File: config.mk
export PLATFORM = sky130hd
export DESIGN_NAME = country_road_car_detector_flat
export DESIGN_NICKNAME = d
export VERILOG_FILES = /design/src/rtl/country_road_car_detector_if.sv /design/src/rtl/country_road_car_detector.sv /design/src/flat_wrapper.sv
export SDC_FILE = /design/constraint.sdc
export NUM_CORES = 1
export LEC_CHECK = 0
export ABC_AREA = 1
export BUFFER_PORTS_ARGS = -buffer_cell sky130_fd_sc_hd__buf_2
export CORE_MARGIN = 2
export CORE_UTILIZATION = 45
export DETAILED_ROUTE_END_ITERATION = 16
export HOLD_SLACK_MARGIN = 0.1
export PLACE_DENSITY = 0.65
export SYNTH_ARGS = -nofsm -noshare
export SYNTH_HDL_FRONTEND = slang
export SYNTH_SLANG_ARGS = --single-unit
File: constraint.sdc
create_clock -name CLOCK -period 2.1 [get_ports CLOCK]
set_input_delay 0.42 -clock CLOCK [delete_from_list [all_inputs] [get_ports CLOCK]]
set_output_delay 0.42 -clock CLOCK [all_outputs]
set_load 0.03 [all_outputs]
File: src/rtl/country_road_car_detector_if.sv
// country_road_car_detector_if: sensor/signal inputs and queue status outputs of the country-road car detector
interface country_road_car_detector_if #(
    parameter int CNT_W = 4
) ();
    logic             SENSOR_RAW;
    logic [1:0]       CNTRY_SIG;
    logic             CAR_ON_CNTRY_RD;
    logic [CNT_W-1:0] CAR_COUNT;
    logic             OVERFLOW;
    modport master (output SENSOR_RAW, CNTRY_SIG, input CAR_ON_CNTRY_RD, CAR_COUNT, OVERFLOW);
    modport slave  (input SENSOR_RAW, CNTRY_SIG, output CAR_ON_CNTRY_RD, CAR_COUNT, OVERFLOW);
endinterface

File: src/rtl/country_road_car_detector.sv
// country_road_car_detector: debounced loop-sensor car queue that drives the country-road request
module country_road_car_detector #(
    parameter int DEBOUNCE_CYCLES = 4,
    parameter int CNT_W           = 4,
    parameter int MAX_CARS        = 15,
    parameter int DRAIN_CYCLES    = 3
) (
    input logic CLOCK,
    input logic CLEAR,
    country_road_car_detector_if.slave bus
);
    localparam int DBW = $clog2(DEBOUNCE_CYCLES + 1);
    localparam int DTW = $clog2(DRAIN_CYCLES + 1);
    localparam logic [1:0] GREEN = 2'd2;
    logic             r_s1, r_s2, r_db, r_db_q, r_ovf;
    logic [DBW-1:0]   r_dbc;
    logic [DTW-1:0]   r_dt;
    logic [CNT_W-1:0] r_cnt;
    logic             w_arr, w_drain, w_dep, w_full, w_db_done;
    logic [CNT_W-1:0] w_cnt_nxt;
    always_comb begin
        w_arr     = r_db & ~r_db_q;
        w_drain   = (bus.CNTRY_SIG == GREEN) && (r_cnt != '0);
        w_dep     = w_drain && (r_dt == DTW'(DRAIN_CYCLES - 1));
        w_full    = r_cnt == CNT_W'(MAX_CARS);
        w_db_done = r_dbc == DBW'(DEBOUNCE_CYCLES - 1);
        // an arrival and a departure on the same edge cancel
        w_cnt_nxt = (w_arr == w_dep) ? r_cnt :
                    w_dep            ? r_cnt - CNT_W'(1) :
                    w_full           ? r_cnt : r_cnt + CNT_W'(1);
    end
    always_ff @(posedge CLOCK or posedge CLEAR) begin
        if (CLEAR) begin
            r_s1   <= 1'b0;
            r_s2   <= 1'b0;
            r_db   <= 1'b0;
            r_db_q <= 1'b0;
            r_dbc  <= '0;
            r_dt   <= '0;
            r_cnt  <= '0;
            r_ovf  <= 1'b0;
        end else begin
            r_s1   <= bus.SENSOR_RAW;
            r_s2   <= r_s1;
            r_dbc  <= (r_s2 != r_db && !w_db_done) ? r_dbc + DBW'(1) : '0;
            r_db   <= (r_s2 != r_db && w_db_done) ? r_s2 : r_db;
            r_db_q <= r_db;
            r_dt   <= (w_drain && !w_dep) ? r_dt + DTW'(1) : '0;
            r_cnt  <= w_cnt_nxt;
            r_ovf  <= r_ovf | (w_arr & ~w_dep & w_full);
        end
    end
    assign bus.CAR_COUNT       = r_cnt;
    assign bus.CAR_ON_CNTRY_RD = r_cnt != '0;
    assign bus.OVERFLOW        = r_ovf;
endmodule
File: src/flat_wrapper.sv
// flat-port wrapper written by rule: the top's interface ports become plain ports
module country_road_car_detector_flat 
#(
    parameter int DEBOUNCE_CYCLES = 4,
    parameter int CNT_W           = 4,
    parameter int MAX_CARS        = 15,
    parameter int DRAIN_CYCLES    = 3
)
  (CLOCK, CLEAR, bus_SENSOR_RAW, bus_CNTRY_SIG, bus_CAR_ON_CNTRY_RD, bus_CAR_COUNT, bus_OVERFLOW);
  country_road_car_detector_if #(.CNT_W(CNT_W)) bus_i ();
  input logic CLOCK;
  input logic CLEAR;
  input wire logic [$bits(bus_i.SENSOR_RAW)-1:0] bus_SENSOR_RAW;
  input wire logic [$bits(bus_i.CNTRY_SIG)-1:0] bus_CNTRY_SIG;
  output wire logic [$bits(bus_i.CAR_ON_CNTRY_RD)-1:0] bus_CAR_ON_CNTRY_RD;
  output wire logic [$bits(bus_i.CAR_COUNT)-1:0] bus_CAR_COUNT;
  output wire logic [$bits(bus_i.OVERFLOW)-1:0] bus_OVERFLOW;
  assign bus_i.SENSOR_RAW = bus_SENSOR_RAW;
  assign bus_i.CNTRY_SIG = bus_CNTRY_SIG;
  assign bus_CAR_ON_CNTRY_RD = bus_i.CAR_ON_CNTRY_RD;
  assign bus_CAR_COUNT = bus_i.CAR_COUNT;
  assign bus_OVERFLOW = bus_i.OVERFLOW;
  country_road_car_detector #(.DEBOUNCE_CYCLES(DEBOUNCE_CYCLES), .CNT_W(CNT_W), .MAX_CARS(MAX_CARS), .DRAIN_CYCLES(DRAIN_CYCLES)) u_core (.CLOCK(CLOCK), .CLEAR(CLEAR), .bus(bus_i));
endmodule
==> qor.csv <==
metric;value;unit
status;finished clean;
synth.avg_cell_area;9.45;µm²
antenna_found_initial;0;
fill_cells;154;
drive_gt1_frac;0.261;
avgViaCountPerCell;4.83;
multi_input_area;330;µm²
synth_top_area_frac;0.475;
combPwrFrac;0.453;
grt_overflow_total;0;
syn_to_final_growth;14.4;%
wl;1150;µm
tightest_slew;0.522;ns
hold_violations;0;
cts_hold_buf;0;
grt_pass1_wl;2180;µm
seq_area;350;µm²
finalNetCount;103;
antenna_cells;0;
cts_resized;0;
synth_cells;78;
postCtsSetupBuffers;0;
path_max_fanout;4;
yosys_warnings;0;
peakVddDrop;660;µV
dr_total_vias;522;
final_util;0.553;
r2r-start;u_core.r_dt[0];
drtPass1Iterations;2;
r2r-end;u_core.bus.CAR_COUNT[2];
tns;0;ns
clock_latency;0.28;ns
relSlewSlack;0.652;
final.min_clock_period;1.69;ns
rsz0062_at_grt;no;
netSwitchingPower;0.514;mW
path_clk_slew;0.09;ns
final_max_slew_viol_count;0;
period_share;0.806;
p_per_area;1370;nW/µm²
initial_utilization;0.484;
drc;0;
grt_max_degree;15;
rrSetupSlack;0.41;ns
internal-power;0.645;mW
antenna_left;0;
routabilityCongestion;0.737;
synth_edf_count;0;
cts_buffers;3;
ctsHtreeMaxLevel;1;
p_seq_frac;0.382;
die_w;44.5;µm
arrival;1.90;ns
switching_share;0.444;
ys_ff_latch;14;
core;1520;µm²
setup_viol;0;
rows;14;
synth.cell_area;737;µm²
grt_pass1_vias;511;
synthArstFlopShare;1.00;
setup.worst_path.class;reg -> reg;
skew;0.0114;ns
critPathLaunchType;register;
synth_nets;88;
grt.total_usage;0.150;
root_buffer;clkbuf_4;
ys_types;21;
fin_cells;108;
maxCapViolCount;0;
cp.required;2.31;ns
leakagePower;0.459;nW
clock-sinks;14;
holdCritPathClass;in -> async;
ys_seq_area_frac;0.475;
clockPowerShare;0.165;
drt-wirelength-per-cell;10.6;µm
reg2regPathDepth;10;
portBuffers;10;
die_area;1980;µm²
cts_tree;yes;
synth_top_area_cell;dfrtp_1;
dr.first_iter.drc_count;2;
fmax;590;MHz
clock_path_buffers;2;
worstSetupEndpointType;register;
ioPinCount;11;
hpwl;910;µm
synth_commonest_cells;14 x dfrtp_1, 14 x inv_1, 10 x nand2_1, 7 x nor2_1, 5 x ha_1;
synth_flop_cell;dfrtp_1;
synthTopCellsByArea;dfrtp_1 48%, ha_1 8.5%, inv_1 7.1%;
dp_cells;104;
die_h;44.5;µm
critical path, cell delays in order (launching register included):
cell and delay (ns):
dfrtp_1 0.39, inv_1 0.06, ha_1 0.25, nand4_1 0.20, nand2_2 0.13, inv_1 0.04, ha_1 0.16, inv_1 0.05
nand2_1 0.05, xor2_1 0.16, a21oi_1 0.14
kinds of logic (layout without fill, tap and decap cells):
group / Yosys count / in the layout / share of synthesized area
xor gates and xnor gates: 3 / 3 / 0.0357
and+or+nand+nor: 32 / 32 / 0.260
adders and majority gates: 5 / 5 / 0.0849
DFF: 14 / 14 / 0.475
buffers and inverters: 15 / 29 / 0.0764
AOI/OAI and AO/OA: 9 / 9 / 0.0679
per-stage QoR:
step	cell area (µm²)	setup WS, ns	hold WS [ns]	total power [mW]
finish	843	0.406	0.157	1.16
CTS	843	0.385	0.171	1.18
global placement	807	0.355	0.332	0.963
detailed placement	807	0.341	0.340	0.984
floorplan	737	0.367	0.309	0.858
global route	843	0.218	0.213	1.28
area by class of cell:
type                    count  area share
well taps                  16      0.0237
clock buffers               4      0.0430
multi-input cells          49       0.392
inverters                  15      0.0668
flip-flops and latches     14       0.415
repair buffers             10      0.0593
power groups by stage:
stage / registers, mW / clock network, mW / logic, mW
finish: 0.442 / 0.192 / 0.525
floorplan: 0.515 / 0 / 0.343
CTS: 0.445 / 0.200 / 0.535
global route: 0.462 / 0.213 / 0.605
global placement: 0.446 / 0 / 0.517
detailed placement: 0.451 / 0 / 0.533
flip-flops by register name, summed over array words and instances, names as in the netlist:
register              cells
u_core.r_s2               1
u_core.r_dbc              3
u_core.bus.OVERFLOW       1
u_core.r_dt               2
u_core.r_db               1
u_core.r_db_q             1
u_core.bus.CAR_COUNT      4
u_core.r_s1               1
metal layers:
layer / part of all wire / GRT usage / wire [µm] / vias up
met5: 0 / 0 / 0 / -
met1: 0.51 / 0.206 / 581 / 239
met2: 0.46 / 0.238 / 526 / 8
met3: 0.034 / 0.0367 / 39 / 0
li1: - / - / - / 275
met4: 0 / 0.0364 / 0 / 0
worst max path at each step:
stage | startpoint | to | cells past startpoint
2_1_floorplan | u_core.bus.CAR_COUNT[3] | u_core.bus.CAR_COUNT[2] | 11
3_3_place_gp | bus_CNTRY_SIG[0] | u_core.bus.CAR_COUNT[2] | 10
3_5_place_dp | bus_CNTRY_SIG[0] | u_core.bus.CAR_COUNT[2] | 10
4_1_cts | u_core.r_dt[0] | u_core.bus.CAR_COUNT[2] | 10
5_1_grt | u_core.r_dt[0] | u_core.bus.CAR_COUNT[2] | 10
6_report | u_core.r_dt[0] | u_core.bus.CAR_COUNT[2] | 10
placed cells by master, fill, tap and decap left out, drive strengths merged, types with 2 or more instances in the layout:
| master | count |
|---|---|
| inv | 15 |
| dfrtp | 14 |
| nand2 | 12 |
| nor2 | 12 |
| buf | 10 |
| ha | 5 |
| o21ai | 5 |
| nand3 | 4 |
| clkbuf | 4 |
| xor2 | 3 |
| nand4 | 2 |
| a21oi | 2 |
Note: power is estimated with default switching activity, not from simulation.
